`config.mk`:
```
export PLATFORM = sky130hd
export DESIGN_NAME = if_prefetch_flat
export DESIGN_NICKNAME = d
export VERILOG_FILES = /design/src/rtl/if_prefetch_pkg.sv /design/src/rtl/if_prefetch_if.sv /design/src/rtl/if_fifo.sv /design/src/rtl/if_prefetch.sv /design/src/flat_wrapper.sv
export SDC_FILE = /design/constraint.sdc
export NUM_CORES = 1
export LEC_CHECK = 0
export BUFFER_PORTS_ARGS = -buffer_cell sky130_fd_sc_hd__clkbuf_2
export CORE_MARGIN = 4
export CORE_UTILIZATION = 60
export CTS_BUF_LIST = sky130_fd_sc_hd__clkbuf_8 sky130_fd_sc_hd__clkbuf_16
export CTS_CLUSTER_SIZE = 24
export DETAILED_ROUTE_END_ITERATION = 16
export PLACE_DENSITY = 0.87
export SLEW_MARGIN = 20
export SYNTH_ARGS = -nofsm -noshare
export SYNTH_HDL_FRONTEND = slang
export SYNTH_SLANG_ARGS = --single-unit
```
`constraint.sdc`:
```
create_clock -name clk_i -period 8.06 [get_ports clk_i]
set_input_delay 0.806 -clock clk_i [delete_from_list [all_inputs] [get_ports clk_i]]
set_output_delay 0.806 -clock clk_i [all_outputs]
set_load 0.02 [all_outputs]
```
`src/rtl/if_prefetch_pkg.sv`:
```
// Shared constants and types for the instruction prefetch unit.
package if_prefetch_pkg;

    localparam int ADDR_WIDTH = 32;
    localparam int DATA_WIDTH = 32;
    localparam int IBUS_DEPTH = 2;

    localparam logic [DATA_WIDTH-1:0] NOP              = 32'h0000_0013;
    localparam logic [ADDR_WIDTH-1:0] RESET_PC_DEFAULT = 32'h0000_0000;

    // One buffered instruction together with the PC it was fetched from.
    typedef struct packed {
        logic [ADDR_WIDTH-1:0] addr;
        logic [DATA_WIDTH-1:0] inst;
    } fetch_entry_t;

    // Force an address onto a word boundary.
    function automatic logic [ADDR_WIDTH-1:0] word_align(input logic [ADDR_WIDTH-1:0] a);
        return a & ~{{(ADDR_WIDTH-2){1'b0}}, 2'b11};
    endfunction

endpackage

```
`src/rtl/if_prefetch_if.sv`:
```
// Instruction bus: request/grant address phase, in-order read-data phase.
interface if_prefetch_if;

    logic                                  req;
    logic [if_prefetch_pkg::ADDR_WIDTH-1:0] addr;
    logic                                  gnt;
    logic                                  rvalid;
    logic [if_prefetch_pkg::DATA_WIDTH-1:0] rdata;

    // Fetch unit side.
    modport master (
        output req, addr,
        input  gnt, rvalid, rdata
    );

    // Memory / interconnect side.
    modport slave (
        input  req, addr,
        output gnt, rvalid, rdata
    );

endinterface

```
`src/rtl/if_fifo.sv`:
```
// Small synchronous FIFO with flush; used for fetch tags and fetched data.
module if_fifo #(
    parameter int DEPTH = 2,
    parameter int WIDTH = 32
) (
    input  logic                   clk_i,
    input  logic                   rst_i,
    input  logic                   push_i,
    input  logic                   pop_i,
    input  logic                   flush_i,
    input  logic [WIDTH-1:0]       wdata_i,
    output logic [WIDTH-1:0]       rdata_o,
    output logic                   full_o,
    output logic                   empty_o,
    output logic [$clog2(DEPTH):0] count_o
);

    localparam int PW = $clog2(DEPTH);
    localparam int CW = PW + 1;

    logic [WIDTH-1:0] mem_q [DEPTH];
    logic [PW-1:0]    wptr_q, rptr_q;
    logic [CW-1:0]    cnt_q;
    logic             do_push, do_pop;

    // A push into a full FIFO is accepted only when the head leaves in the same cycle.
    always_comb begin
        do_pop  = pop_i && (cnt_q != '0) && !flush_i;
        do_push = push_i && ((cnt_q != CW'(DEPTH)) || do_pop) && !flush_i;
    end

    // Pointer and occupancy state; pointers wrap naturally since DEPTH is a power of two.
    always_ff @(posedge clk_i) begin
        if (rst_i || flush_i) begin
            wptr_q <= '0;
            rptr_q <= '0;
            cnt_q  <= '0;
        end else begin
            if (do_push) wptr_q <= wptr_q + 1'b1;
            if (do_pop)  rptr_q <= rptr_q + 1'b1;
            cnt_q <= cnt_q + CW'(do_push) - CW'(do_pop);
        end
    end

    // Storage needs no reset: occupancy decides what is readable.
    always_ff @(posedge clk_i) begin
        if (do_push) mem_q[wptr_q] <= wdata_i;
    end

    assign rdata_o = mem_q[rptr_q];
    assign full_o  = (cnt_q == CW'(DEPTH));
    assign empty_o = (cnt_q == '0);
    assign count_o = cnt_q;

endmodule

```
`src/rtl/if_prefetch.sv`:
```
// Instruction fetch unit: owns the fetch PC, issues credit-limited word fetches,
// buffers in-order responses and presents one instruction per cycle to decode.
module if_prefetch
    import if_prefetch_pkg::*;
#(
    parameter int                    DEPTH    = IBUS_DEPTH,
    parameter logic [ADDR_WIDTH-1:0] RESET_PC = RESET_PC_DEFAULT
) (
    input  logic                  clk_i,
    input  logic                  rst_i,
    input  logic                  stall_i,
    input  logic                  jump_i,
    input  logic [ADDR_WIDTH-1:0] jump_addr_i,
    if_prefetch_if.master         ibus,
    output logic                  inst_valid_o,
    output logic [DATA_WIDTH-1:0] inst_o,
    output logic [ADDR_WIDTH-1:0] inst_addr_o
);

    localparam int CW = $clog2(DEPTH) + 1;
    localparam int SW = CW + 1;

    logic [ADDR_WIDTH-1:0] fpc_q, fpc_d;
    logic [CW-1:0]         discard_q, discard_d;

    logic                  tag_push, tag_pop, tag_full, tag_empty;
    logic [ADDR_WIDTH-1:0] tag_head;
    logic [CW-1:0]         out_cnt;

    logic                  dat_push, dat_pop, dat_full, dat_empty;
    fetch_entry_t          dat_wdata, dat_head;
    logic [CW-1:0]         dat_cnt;

    logic                  drop;
    logic [SW-1:0]         credit_used;

    // Handshake decode. An entry leaving the buffer this cycle already frees its
    // slot, which is what lets a DEPTH=2 buffer sustain one instruction per cycle.
    always_comb begin
        dat_pop     = inst_valid_o && !stall_i;
        credit_used = SW'(dat_cnt) + SW'(out_cnt) - SW'(dat_pop);
        ibus.req    = !rst_i && !tag_full && !(dat_full && !dat_pop)
                      && (credit_used < SW'(DEPTH));
        ibus.addr   = fpc_q;
        tag_push    = ibus.req && ibus.gnt;
        tag_pop     = ibus.rvalid && !tag_empty;
        drop        = jump_i || (discard_q != '0);
        dat_push    = tag_pop && !drop;
        dat_wdata   = '{addr: tag_head, inst: ibus.rdata};
    end

    // Tag FIFO: one entry per granted request, so its occupancy is the
    // outstanding count, stale (to-be-discarded) requests included.
    if_fifo #(.DEPTH(DEPTH), .WIDTH(ADDR_WIDTH)) u_tag_fifo (
        .clk_i   (clk_i),
        .rst_i   (rst_i),
        .push_i  (tag_push),
        .pop_i   (tag_pop),
        .flush_i (1'b0),
        .wdata_i (fpc_q),
        .rdata_o (tag_head),
        .full_o  (tag_full),
        .empty_o (tag_empty),
        .count_o (out_cnt)
    );

    // Data FIFO: returned instructions paired with their fetch address.
    if_fifo #(.DEPTH(DEPTH), .WIDTH($bits(fetch_entry_t))) u_dat_fifo (
        .clk_i   (clk_i),
        .rst_i   (rst_i),
        .push_i  (dat_push),
        .pop_i   (dat_pop),
        .flush_i (jump_i),
        .wdata_i (dat_wdata),
        .rdata_o (dat_head),
        .full_o  (dat_full),
        .empty_o (dat_empty),
        .count_o (dat_cnt)
    );

    // Next PC and discard budget; a redirect overrides the sequential increment
    // and marks every request still in flight after this cycle as stale.
    always_comb begin
        fpc_d     = fpc_q;
        discard_d = discard_q;
        if (jump_i) begin
            fpc_d     = word_align(jump_addr_i);
            discard_d = out_cnt + CW'(tag_push) - CW'(tag_pop);
        end else begin
            if (tag_push)                           fpc_d     = fpc_q + ADDR_WIDTH'(4);
            if (tag_pop && (discard_q != '0))       discard_d = discard_q - 1'b1;
        end
    end

    // PC and discard registers.
    always_ff @(posedge clk_i) begin
        if (rst_i) begin
            fpc_q     <= word_align(RESET_PC);
            discard_q <= '0;
        end else begin
            fpc_q     <= fpc_d;
            discard_q <= discard_d;
        end
    end

    // Present the FIFO head; NOP and a zero PC when nothing is buffered.
    always_comb begin
        inst_valid_o = !dat_empty;
        inst_o       = dat_empty ? NOP : dat_head.inst;
        inst_addr_o  = dat_empty ? '0  : dat_head.addr;
    end

endmodule

```
`src/flat_wrapper.sv`:
```
// flat-port wrapper written by rule: the top's interface ports become plain ports
module if_prefetch_flat import if_prefetch_pkg::*;
#(
    parameter int                    DEPTH    = IBUS_DEPTH,
    parameter logic [ADDR_WIDTH-1:0] RESET_PC = RESET_PC_DEFAULT
)
  (clk_i, rst_i, stall_i, jump_i, jump_addr_i, inst_valid_o, inst_o, inst_addr_o, ibus_req, ibus_addr, ibus_gnt, ibus_rvalid, ibus_rdata);
  if_prefetch_if ibus_i ();
  input  logic clk_i;
  input  logic rst_i;
  input  logic stall_i;
  input  logic jump_i;
  input  logic [ADDR_WIDTH-1:0] jump_addr_i;
  output logic inst_valid_o;
  output logic [DATA_WIDTH-1:0] inst_o;
  output logic [ADDR_WIDTH-1:0] inst_addr_o;
  output wire logic [$bits(ibus_i.req)-1:0] ibus_req;
  output wire logic [$bits(ibus_i.addr)-1:0] ibus_addr;
  input wire logic [$bits(ibus_i.gnt)-1:0] ibus_gnt;
  input wire logic [$bits(ibus_i.rvalid)-1:0] ibus_rvalid;
  input wire logic [$bits(ibus_i.rdata)-1:0] ibus_rdata;
  assign ibus_req = ibus_i.req;
  assign ibus_addr = ibus_i.addr;
  assign ibus_i.gnt = ibus_gnt;
  assign ibus_i.rvalid = ibus_rvalid;
  assign ibus_i.rdata = ibus_rdata;
  if_prefetch #(.DEPTH(DEPTH), .RESET_PC(RESET_PC)) u_core (.clk_i(clk_i), .rst_i(rst_i), .stall_i(stall_i), .jump_i(jump_i), .jump_addr_i(jump_addr_i), .ibus(ibus_i), .inst_valid_o(inst_valid_o), .inst_o(inst_o), .inst_addr_o(inst_addr_o));
endmodule
```
# Word level (Yosys, flattened, before mapping)
# Memories as Yosys holds them, arrays and structs flattened. A register that Yosys moved wholly into a read port is not among the register bits.
# Cells that the tools add are included.
# totals
reg_bits	42
ram_bits	192
in_bits	70
output_inout_bits	98
elab_cells	80
n_memories	2
# op_classes
n_addsub	14
n_lt_le_gt_ge	1
n_eq_ne	4
mux	14
reduce_logical	36
# mem_list
name	words	width	read_ports	rd_clocked_by_memory_dff	wr	line_no	rtl
u_core.u_dat_fifo.mem_q	2	64	1	1	1	if_fifo.sv:21	logic [WIDTH-1:0] mem_q [DEPTH];
u_core.u_tag_fifo.mem_q	2	32	1	1	1	if_fifo.sv:21	
# ops
operator	count
$mux W32	4
$add A32 B3 Y32 const B	1
$logic_and A1 B1 Y1	15
$reduce_bool A2 Y1	5
$logic_not A1 Y1	9
$mux W1	8
$add A2 B1 Y2	3
$sub A2 B1 Y2	3
$add A1 B1 Y1 const B	4
$eq A2 B2 Y1 const B	2
$logic_not A2 Y1	2
$logic_or A1 B1 Y1	4
$mux W2	2
$ne A2 B2 Y1 const B	2
$add A2 B2 Y3	1
$lt A3 B2 Y1 const B	1
$sub A3 B1 Y3	1
$reduce_or A2 Y1	1
$sub A2 B1 Y2 const B	1

# Logic depth before layout (Yosys ltp)
# Gate-level depths: netlist of the first run.
# depth
depth_word	12
depth_mapped	15

# Modules after synthesis
# From an unflattened synthesis of the first run, not the netlist that was laid out.
# hier_totals
cells_unflattened	695
hier_area_um2	9945.8
# by_module_without_submodules
mod	instances	cells_per_inst	area_each_um2
if_fifo (u_core.u_dat_fifo)	1	228	4875.9
if_fifo (u_core.u_tag_fifo)	1	129	2570.0
if_prefetch	1	338	2499.9

# Worst setup path after synthesis of the first run
# No wires, ideal clock.
# synth_timing
path_kind	input-to-reg
startpoint	input port ibus_rvalid
endpoint	memory u_core.u_dat_fifo.mem_q[0][0] (netlist name) (enable)
setup_time_ns	0.483
t_arrival_ns	3.900
required_ns	7.577
slack_ns	3.677
path_stages	4
n_path_buf	0
cell_sequence	o21a_1 > and4_1 > inv_1 > nor2_1
# synth_via
elab_chain_len	6
# synth_lines
element	line_no	rtl
from (decl)	flat_wrapper.sv:20	input wire logic [$bits(ibus_i.rvalid)-1:0] ibus_rvalid;
$logic_and A1 B1 Y1	if_prefetch.sv:46	tag_pop = ibus.rvalid && !tag_empty;
$logic_and A1 B1 Y1	if_prefetch.sv:48	dat_push = tag_pop && !drop;
$logic_and A1 B1 Y1 (2 in a row)	if_fifo.sv:29	do_push = push_i && ((cnt_q != CW'(DEPTH)) || do_pop) && !flush_i;
$mux W1	if_fifo.sv:47	if (do_push) mem_q[wptr_q] <= wdata_i;
$mux W1 (not written as such)	if_fifo.sv:47	
to (decl)	if_fifo.sv:21	
# Every way passes these cells.

# Worst setup path in the final report of the first run
# layout_timing
startpoint	register u_core.u_dat_fifo.cnt_q[0] (netlist: u_core.u_dat_fifo.count_o[0])
endpoint	register u_core.fpc_q[27] (netlist: u_core.ibus.addr[27])
# layout_via
elab_chain_len	10
word_cells_on_any_way	14
# layout_lines
element	line_no	rtl
from (decl)	if_fifo.sv:23	logic [CW-1:0] cnt_q;
from (signal assigned)	if_fifo.sv:41	cnt_q <= cnt_q + CW'(do_push) - CW'(do_pop);
parallel branches: the longest is 7 deep, another holds $add A2 B2 Y3	--	
$logic_and A1 B1 Y1 *	if_prefetch.sv:43	&& (credit_used < SW'(DEPTH));
$logic_and A1 B1 Y1 *	if_prefetch.sv:45	tag_push = ibus.req && ibus.gnt;
$reduce_bool A2 Y1 (no line) *	--	
to (signal assigned)	if_prefetch.sv:98	fpc_q <= word_align(RESET_PC);
to (signal assigned)	if_prefetch.sv:101	fpc_q <= fpc_d;
to (decl)	if_prefetch.sv:23	logic [ADDR_WIDTH-1:0] fpc_q, fpc_d;
# Every way passes the cells marked *.
# A chain may end at the register's enable or synchronous reset.

==> results by group, run 1 <==
Synth
  • Share of the synthesized area in the top cell type: 59.6%
  • Top post-synthesis cells by area: edfxtp_1 60%, dfxtp_1 9.1%, mux2i_1 6.7%, nor2_1 3.8%, mux2_2 3.8%
  • Synth cell count leaders: 184 x edfxtp_1, 94 x nor2_1, 62 x mux2i_1
  • #FFs+latches synth: 226
  • Synth cell types: 46
  • Most frequent cell after synthesis: edfxtp_1
  • Register area share after synthesis: 68.7%
  • Gate Count Post-Synth: 658
  • Ys async rst share: 0%
  • Cell accounting for the most synthesized area: edfxtp_1
  • Synth Warn #: 0
  • Post-synth EDFFs: 184
  • Ys flop type: edfxtp_1
  • Synthesized area: 9270 sq um
  • Mapped Avg Cell Area: 14.1 sq um

Placed design
  • Worst slack, placed: 3910 ps
  • PortBufs: 161
  • Hpwl dp: 12600 um
  • Routability cong.: 0.894

Setup path
  • Setup crit end kind: flip-flop
  • Worst EP arrival: 4130 ps
  • Critical Path Source Type: flip-flop
  • Crit path required time: 8430 ps
  • CP max FO: 14
  • Critical path type: flip-flop to flip-flop

Drt
  • DR WL/cell: 18.8 um
  • Detailed Route WL: 19200 um
  • Remaining antenna violation count after routing: 0
  • DR vias/cell: 5.74
  • Starting DRT DRC Count: 459
  • Detailed-route via count: 5874
  • # DRC: 0
  • DR pass1 iterations: 5

STA
  • Fin crit period: 3760 ps
  • Hold slack: 509 ps
  • Worst clock skew: 17.4 ps
  • Worst rel slew slack: 40.0%
  • Final max-slew violation count: 0
  • RSZ-0062 raised after global routing: false
  • Hold Vio Cnt, Final: 0
  • Setup-failing EPs final: 0
  • Slew @ Worst Pin: 900 ps
  • Period Utilization, post-route: 46.7%
  • Fmax: 266 MHz
  • Setup_tns: 0 ps
  • PnR worst setup slack: 4300 ps

Min path
  • HP Class: input pin to flip-flop

Clock tree
  • Worst-Skew Late Latency: 490 ps
  • Clock Tree Root: clkbuf_16
  • Clock sink total: 226
  • Clock transition at path regs: 60 ps
  • CTS max path bufs: 3
  • CTS resizes: 0
  • H-Tree Depth: 1
  • CTS tree: done
  • Post-CTS setup buffer count: 0
  • Hold buffers post-CTS: 0
  • Total CTS buffers: 23

Pwr
  • Clock share of power: 34.8%
  • PwrDens: 262 nW/um^2
  • Net Sw Power: 0.000719 W
  • Leak pwr: 3.96 nW
  • Max rail drop VDD: 0.000177 V
  • Portion of total power attributed to combinational logic: 14.8%
  • Sw Ratio: 25.0%
  • Internal Pwr Total: 0.00216 W
  • Reg power frac: 50.4%

Global routing
  • Antenna violations before repair: 0
  • Largest net degree at the start of global routing: 63
  • Vias in the first global route: 6079
  • First-pass GRT wire length: 31200 um
  • GRT overflow: 0
  • GRT Util Overall: 21.9%

Floorplanning
  • Die H: 132 um
  • # IOs: 168
  • Core area: 15100 sq um
  • Rows: 45
  • Die footprint: 17500 sq um
  • Die Span X: 132 um
  • Initial core utilization: 61.2%

Layout
  • Area Growth Syn to Fin: 18.6%
  • N_diodes: 0
  • Nets: 901
  • Fillers: 1004
  • Share of cells above drive strength 1: 28.9%

Run
  • # Max-Cap Violations: 0

Outcome
  • Status: finished, final reports clean
final cells by class:
class | count | area [sq um] | area share, %
sequential | 226 | 6370 | 58.0
multi-input combinational | 382 | 2710 | 24.7
timing repair buffer | 169 | 886 | 8.06
clock buffer | 24 | 589 | 5.36
tap | 188 | 235 | 2.14
clock inverter | 16 | 128 | 1.16
inverter | 18 | 67.6 | 0.615
worst max-delay path, stage by stage (launching register included):
cell	delay, ps
dfxtp_1	440
nor2_4	70
nor2_1	170
ha_1	260
nand2b_1	160
fa_1	420
xor2_1	280
nand4_2	380
or4_1	720
or4_1	450
a311oi_1	300
layer usage:
| metal | vias to the layer above | part of all wire [%] | track usage (%) |
|---|---|---|---|
| met4 | 0 | 1.8 | 5.08 |
| met5 | - | 0 | 0 |
| met3 | 32 | 7.6 | 3.55 |
| met1 | 2842 | 41 | 29.0 |
| met2 | 251 | 50 | 38.5 |
| li1 | 2749 | - | - |
per-stage QoR:
stage | util (%) | total power (W) | cells | area [sq um]
after floorplan | - | 0.00176 | 661 | 9280
final | 72.6 | 0.00287 | 1023 | 11000
after global routing | 72.6 | 0.00300 | 1023 | 11000
after CTS | 72.4 | 0.00290 | 1022 | 11000
after detailed placement | 67.6 | 0.00190 | 982 | 10200
after global placement | 67.6 | 0.00187 | 982 | 10200
sequential cells by signal, indices dropped and copies added, names as in the netlist, named ones only:
register	cells
u_core.u_dat_fifo.wptr_q	1
u_core.u_tag_fifo.count_o	2
u_core.u_tag_fifo.rptr_q	1
u_core.u_dat_fifo.mem_q	124
u_core.ibus.addr	30
u_core.u_tag_fifo.mem_q	60
u_core.u_dat_fifo.rptr_q	1
u_core.u_tag_fifo.wptr_q	1
u_core.discard_q	2
u_core.u_dat_fifo.count_o	2
placed cells by master, fill, tap and decap left out, types with 2 or more instances in the layout:
cell,synthesis,final
a21oi_1,4,4
a211oi_1,18,18
nor3_1,18,18
and2_1,4,3
o21ai_0,4,4
a22o_1,2,2
inv_1,17,22
clkinv_1,0,2
or3_1,6,6
o21bai_1,2,2
conb_1,1,4
clkbuf_16,0,23
mux2_2,31,31
nor2b_1,3,3
nor4_1,10,10
clkinv_2,0,5
nor2_1,94,91
bufinv_16,0,2
clkbuf_2,1,161
edfxtp_1,184,184
dfxtp_1,42,41
mux2i_1,62,62
nand2b_1,2,2
nand3_1,8,8
buf_4,4,7
a311oi_1,6,6
and3b_1,2,2
or4_1,2,2
nand4_1,9,9
and3_1,6,6
xor2_1,6,6
nor2_4,0,2
ha_1,10,10
nand2_1,23,23
xnor2_1,28,28
nand3b_1,4,4
and4_1,3,3
worst paths after layout:
path	start	endpoint	slack, ps	depth (start not counted)
worst max-delay path	u_core.u_dat_fifo.count_o[0]$_SDFF_PP0_	u_core.ibus.addr[27]$_SDFFE_PP0P_	4300	10
worst min register to register	u_core.u_dat_fifo.rptr_q$_SDFFE_PP0P_	flip-flop	550	2
worst min-delay path	ibus_rdata[1]	u_core.u_dat_fifo.mem_q[1][1]$_DFFE_PP_	510	1
worst max register to register	u_core.u_dat_fifo.count_o[0]$_SDFF_PP0_	u_core.ibus.addr[27]$_SDFFE_PP0P_	4300	10
cells by family after synthesis:
| family | count (synthesis) | share of synthesized area, % |
|---|---|---|
| adder cells (fa/ha/maj) | 11 | 1.57 |
| AND/OR/NAND/NOR | 198 | 10.4 |
| other | 1 | 0.0405 |
| flip-flops | 226 | 68.7 |
| buffers and inverters | 53 | 2.32 |
| XOR/XNOR | 34 | 3.21 |
| AO/OA/AOI/OAI | 42 | 3.31 |
| multiplexers | 93 | 10.5 |
power groups by stage:
stage	clock network (W)	logic [W]	registers [W]
finish	0.000999	0.000425	0.00145
global route	0.00107	0.000469	0.00146
CTS	0.00102	0.000429	0.00145
detailed placement	0	0.000425	0.00147
global placement	0	0.000403	0.00147
floorplan	0	0.000289	0.00148
(Power assumes the default switching activity.)
==> run 2, diff against run 1 <==
--- a/config.mk
+++ b/config.mk
@@ -7,11 +7,11 @@
 export LEC_CHECK = 0
 export BUFFER_PORTS_ARGS = -buffer_cell sky130_fd_sc_hd__clkbuf_2
 export CORE_MARGIN = 4
-export CORE_UTILIZATION = 60
+export CORE_UTILIZATION = 56
 export CTS_BUF_LIST = sky130_fd_sc_hd__clkbuf_8 sky130_fd_sc_hd__clkbuf_16
 export CTS_CLUSTER_SIZE = 24
 export DETAILED_ROUTE_END_ITERATION = 16
-export PLACE_DENSITY = 0.87
+export PLACE_DENSITY = 0.82
 export SLEW_MARGIN = 20
 export SYNTH_ARGS = -nofsm -noshare
 export SYNTH_HDL_FRONTEND = slang
==> constraint.sdc (replaced) <==
create_clock -name clk_i -period 3.7 [get_ports clk_i]
set_input_delay 0.37 -clock clk_i [delete_from_list [all_inputs] [get_ports clk_i]]
set_output_delay 0.37 -clock clk_i [all_outputs]
set_load 0.02 [all_outputs]
==> results by group, run 2 (synthesized netlist as in run 1, its figures left out) <==
Outcome
  • Status: finished, final reports clean

Global routing
  • GRT overflow: 0
  • First-pass GRT wire length: 29900 um
  • GRT Util Overall: 20.5%
  • Vias in the first global route: 5823
  • Antenna violations before repair: 0
  • Largest net degree at the start of global routing: 63

Clock tree
  • Clock Tree Root: clkbuf_16
  • H-Tree Depth: 1
  • CTS max path bufs: 3
  • CTS tree: done
  • Clock sink total: 226
  • Total CTS buffers: 22
  • Hold buffers post-CTS: 0
  • CTS resizes: 0
  • Worst-Skew Late Latency: 490 ps
  • Clock transition at path regs: 60 ps
  • Post-CTS setup buffer count: 0

Layout
  • N_diodes: 0
  • Max reg flops: 124
  • Most common cell after layout, fill and taps aside: edfxtp_1
  • Share of cells above drive strength 1: 29.4%
  • Highest-count cells in the layout ignoring fill and taps: 184 x edfxtp_1, 161 x clkbuf_2, 91 x nor2_1, 62 x mux2i_1, 41 x dfxtp_1
  • Area Growth Syn to Fin: 20.0%
  • Most flops, register: u_core.u_dat_fifo.mem_q
  • Fillers: 1092
  • Nets: 903

STA
  • Worst clock skew: 6.87 ps
  • RSZ-0062 raised after global routing: false
  • Setup-failing EPs final: 0
  • Setup_tns: 0 ps
  • Hold slack: 66.9 ps
  • Worst rel slew slack: 25.8%
  • Fmax: 293 MHz
  • Final max-slew violation count: 0
  • Hold Vio Cnt, Final: 0
  • Fin crit period: 3420 ps
  • Period Utilization, post-route: 92.4%
  • Slew @ Worst Pin: 1110 ps

Setup path
  • Worst EP arrival: 3810 ps
  • Setup crit end kind: flip-flop
  • Crit path required time: 4090 ps
  • Critical Path Source Type: flip-flop
  • Slowest cell on crit path: or4_1
  • WP buf/inv: 0
  • Most frequent CP cell: or4_1
  • R2r setup slk: 280 ps
  • Sequence of cells on the critical path: nor2_4 -> nor2_1 -> ha_1 -> nand2b_1 -> fa_1 -> xor2_1 -> nand4_2 -> or4_1 -> or4_1 -> a311oi_1
  • Critical path type: flip-flop to flip-flop
  • CP peak stage delay: 640 ps
  • CP delay by family, top: simple AND/OR/NAND/NOR gates
  • CP max FO: 7

Floorplanning
  • Die H: 137 um
  • Initial core utilization: 57.7%
  • # IOs: 168
  • Die Span X: 137 um
  • Rows: 46
  • Core area: 16100 sq um
  • Die footprint: 18700 sq um

Placed design
  • Routability cong.: 0.857
  • PortBufs: 161
  • Hpwl dp: 12800 um

Pwr
  • Leak pwr: 4.00 nW
  • Max rail drop VDD: 0.000391 V
  • PwrDens: 576 nW/um^2

Drt
  • DR WL/cell: 18.2 um
  • Detailed-route via count: 5840
  • Remaining antenna violation count after routing: 0
  • DR pass1 iterations: 5
  • Detailed Route WL: 19200 um
  • DR vias/cell: 5.54
  • # DRC: 0
  • Starting DRT DRC Count: 442

Min path
  • HP Class: input pin to flip-flop

Run
  • # Max-Cap Violations: 0
## run 2: cell types whose count changed in the layout (fill, tap and decap cells not counted)
cell / previous run / this run
clkinv_2: 5 / 4
buf_16: 1 / 0
buf_4: 7 / 8
buf_12: 0 / 3
inv_1: 22 / 21
clkbuf_8: 1 / 2
clkinv_1: 2 / 1
bufinv_16: 2 / 3
clkbuf_16: 23 / 24
## run 2: path summary, 6_finish.rpt
kind / from / depth (start not counted) / endpoint
setup / recovery: u_core.u_dat_fifo.count_o[0]$_SDFF_PP0_ / 10 / u_core.ibus.addr[27]$_SDFFE_PP0P_
setup reg to reg: u_core.u_dat_fifo.count_o[0]$_SDFF_PP0_ / 10 / u_core.ibus.addr[27]$_SDFFE_PP0P_
hold reg to reg: u_core.u_tag_fifo.rptr_q$_SDFFE_PP0P_ / 2 / u_core.u_tag_fifo.rptr_q$_SDFFE_PP0P_
hold / removal: ibus_rdata[24] / 1 / u_core.u_dat_fifo.mem_q[0][24]$_DFFE_PP_
## run 2: cell type report
type                    instances  area, sq um  share of cell area, %
flip-flops and latches        226         6370                   57.3
multi-input cells             382         2710                   24.4
repair buffers                172          926                   8.33
clock buffers                  26          628                   5.65
well taps                     216          270                   2.43
clock inverters                14          145                   1.31
inverters                      18         67.6                  0.608
## run 2: stage by stage
step | utilization, % | setup slack [ps] | instance area [sq um] | std cells | total power, W
after CTS | 69.3 | 291 | 11100 | 1054 | 0.00647
after floorplan | - | 186 | 9280 | 661 | 0.00384
after global placement | 64.4 | 448 | 10300 | 1014 | 0.00410
after detailed placement | 64.4 | 283 | 10300 | 1014 | 0.00415
final | 69.3 | 282 | 11100 | 1054 | 0.00641
after global routing | 69.3 | 76.8 | 11100 | 1054 | 0.00669
## run 2: power by group
| group | total (W) | leakage [nW] | switching, W | internal [W] |
|---|---|---|---|---|
| combinational | 0.000953 | 1.58 | 0.000573 | 0.000380 |
| clock | 0.00230 | 0.395 | 0.000879 | 0.00142 |
| sequential | 0.00316 | 2.03 | 0.000111 | 0.00305 |
## run 2: worst register-to-register path, stage by stage, from the launching register on
cell and delay (ps):
dfxtp_1 430, nor2_4 60, nor2_1 160, ha_1 260, nand2b_1 160, fa_1 420, xor2_1 290, nand4_2 160
or4_1 640, or4_1 460, a311oi_1 290
## run 2: layer usage
metal	vias to the layer above	GRT usage, %	wire [um]
met2	229	35.5	9530
met1	2821	26.5	7750
li1	2756	-	-
met3	34	3.49	1530
met5	-	0	0
met4	0	6.05	365
==> run 3, diff against run 2 <==
--- a/config.mk
+++ b/config.mk
@@ -6,6 +6,7 @@
 export NUM_CORES = 1
 export LEC_CHECK = 0
 export BUFFER_PORTS_ARGS = -buffer_cell sky130_fd_sc_hd__clkbuf_2
+export CORE_ASPECT_RATIO = 1.25
 export CORE_MARGIN = 4
 export CORE_UTILIZATION = 56
 export CTS_BUF_LIST = sky130_fd_sc_hd__clkbuf_8 sky130_fd_sc_hd__clkbuf_16
==> results by group, run 3 (synthesized netlist as in run 1, its figures left out) <==
Floorplanning
  • Core area: 16200 sq um
  • Die H: 152 um
  • Die Span X: 123 um
  • Die footprint: 18700 sq um
  • Initial core utilization: 57.2%
  • Rows: 52
  • # IOs: 168

Drt
  • Highest metal used: met4
  • DR WL/cell: 17.7 um
  • # DRC: 0
  • Met3 routed WL: 1120 um
  • Starting DRT DRC Count: 419
  • Detailed-route via count: 5713
  • DR vias/cell: 5.44
  • Detailed Route WL: 18600 um
  • Remaining antenna violation count after routing: 0
  • Metal2 WL: 9580 um
  • DR pass1 iterations: 5
  • Wl on met1: 7430 um

Layout
  • Most flops, register: u_core.u_dat_fifo.mem_q
  • Area of the multi-input gates: 2710 sq um
  • Area Growth Syn to Fin: 18.4%
  • Highest-count cells in the layout ignoring fill and taps: 184 x edfxtp_1, 161 x clkbuf_2, 91 x nor2_1, 62 x mux2i_1, 41 x dfxtp_1
  • Non-filler cells, final: 1050
  • Share of cells above drive strength 1: 28.8%
  • Nets: 901
  • Fillers: 1138
  • N_diodes: 0
  • Max reg flops: 124
  • Register area: 6370 sq um
  • Most common cell after layout, fill and taps aside: edfxtp_1

Pwr
  • Max rail drop VDD: 0.000294 V
  • PwrDens: 558 nW/um^2
  • Leak pwr: 3.95 nW
  • Tot Pwr: 0.00611 W

STA
  • Hold Vio Cnt, Final: 0
  • RSZ-0062 raised after global routing: false
  • Fmax: 294 MHz
  • Period Utilization, post-route: 92.0%
  • Slew @ Worst Pin: 1110 ps
  • Setup-failing EPs final: 0
  • Worst rel slew slack: 26.3%
  • Fin crit period: 3400 ps
  • Final max-slew violation count: 0
  • Setup_tns: 0 ps
  • Worst clock skew: 8.22 ps

Global routing
  • GRT Util Overall: 19.9%
  • First-pass GRT wire length: 29600 um
  • Antenna violations before repair: 0
  • GRT overflow: 0
  • Largest net degree at the start of global routing: 63
  • Vias in the first global route: 5929

Clock tree
  • CTS resizes: 0
  • Total CTS buffers: 21
  • H-Tree Depth: 1
  • Clock Tree Root: clkbuf_16
  • Post-CTS setup buffer count: 0
  • CTS max path bufs: 3
  • Worst-Skew Late Latency: 480 ps
  • CTS tree: done
  • Clock sink total: 226
  • Hold buffers post-CTS: 0
  • Clock transition at path regs: 60 ps

Placed design
  • DP Cell Count: 1013
  • Hpwl dp: 12400 um
  • Routability cong.: 0.911
  • PortBufs: 161

Run
  • # Max-Cap Violations: 0

Setup path
  • Worst R2R Start: u_core.u_dat_fifo.count_o[0]$_SDFF_PP0_
  • CP max FO: 7
  • Crit path required time: 4080 ps
  • R2r setup slk: 300 ps
  • Worst Setup EP: u_core.ibus.addr[27]$_SDFFE_PP0P_
  • Critical path type: flip-flop to flip-flop
  • Setup crit end kind: flip-flop
  • R2R Path End: u_core.ibus.addr[27]$_SDFFE_PP0P_
  • Worst EP arrival: 3790 ps
  • Worst Reg-to-Reg Cells: 10
  • Critical Path Source Type: flip-flop
  • CP startpoint: u_core.u_dat_fifo.count_o[0]$_SDFF_PP0_

Outcome
  • Status: finished, final reports clean

Min path
  • HP Class: input pin to flip-flop
run 3: cell count changes in the layout (fill, tap and decap cells not counted):
cell	change
clkinv_1	-1
buf_4	+2
clkbuf_16	-2
buf_12	-3
bufinv_16	-2
clkinvlp_4	-1
inv_1	+3
run 3: how the worst min path moves through the flow:
stage | startpoint | slack (ps) | cells past startpoint | to
global route | ibus_rdata[29] | 50 | 1 | u_core.u_dat_fifo.mem_q[0][29]$_DFFE_PP_
floorplan | ibus_rdata[0] | 470 | 0 | u_core.u_dat_fifo.mem_q[0][0]$_DFFE_PP_
finish | ibus_rdata[7] | 70 | 1 | u_core.u_dat_fifo.mem_q[1][7]$_DFFE_PP_
CTS | ibus_rdata[7] | 60 | 1 | u_core.u_dat_fifo.mem_q[0][7]$_DFFE_PP_
global placement | u_core.u_tag_fifo.rptr_q$_SDFFE_PP0P_ | 500 | 2 | flip-flop
detailed placement | u_core.u_tag_fifo.rptr_q$_SDFFE_PP0P_ | 510 | 2 | flip-flop
run 3: cell type report:
class,count,area share [%]
clock buffers,24,5.27
flip-flops and latches,226,58.1
well taps,216,2.46
multi-input cells,382,24.7
repair buffers,171,8.03
inverters,18,0.616
clock inverters,13,0.776
run 3: power breakdown:
group	leakage, nW	switching [W]	total (W)	internal, W
Clock	0.357	0.000855	0.00204	0.00118
Combinational	1.57	0.000548	0.000914	0.000366
Sequential	2.03	0.000114	0.00316	0.00305
Total	3.95	0.00152	0.00611	0.00460
run 3: worst max-delay path, cell delays in order (launching register included):
cell and delay, ps:
dfxtp_1 440, nor2_4 60, nor2_1 170, ha_1 260, nand2b_1 150, fa_1 430, xor2_1 290, nand4_2 140
or4_1 630, or4_1 440, a311oi_1 290
run 3: per-stage QoR:
step           cell area, sq um  utilization, %  hold slack, ps  worst slack [ps]
2_1_floorplan              9280               -             469               186
3_3_place_gp              10300            63.6             499               465
3_5_place_dp              10300            63.6             510               306
4_1_cts                   11000            67.7            55.5               289
5_1_grt                   11000            67.7            52.3              97.5
6_report                  11000            67.7            73.9               297
run 3: per-layer routing:
layer	global-route usage, %	up-vias
met5	0	-
met4	6.02	0
met3	3.27	34
met2	36.0	210
met1	24.0	2729
li1	-	2740
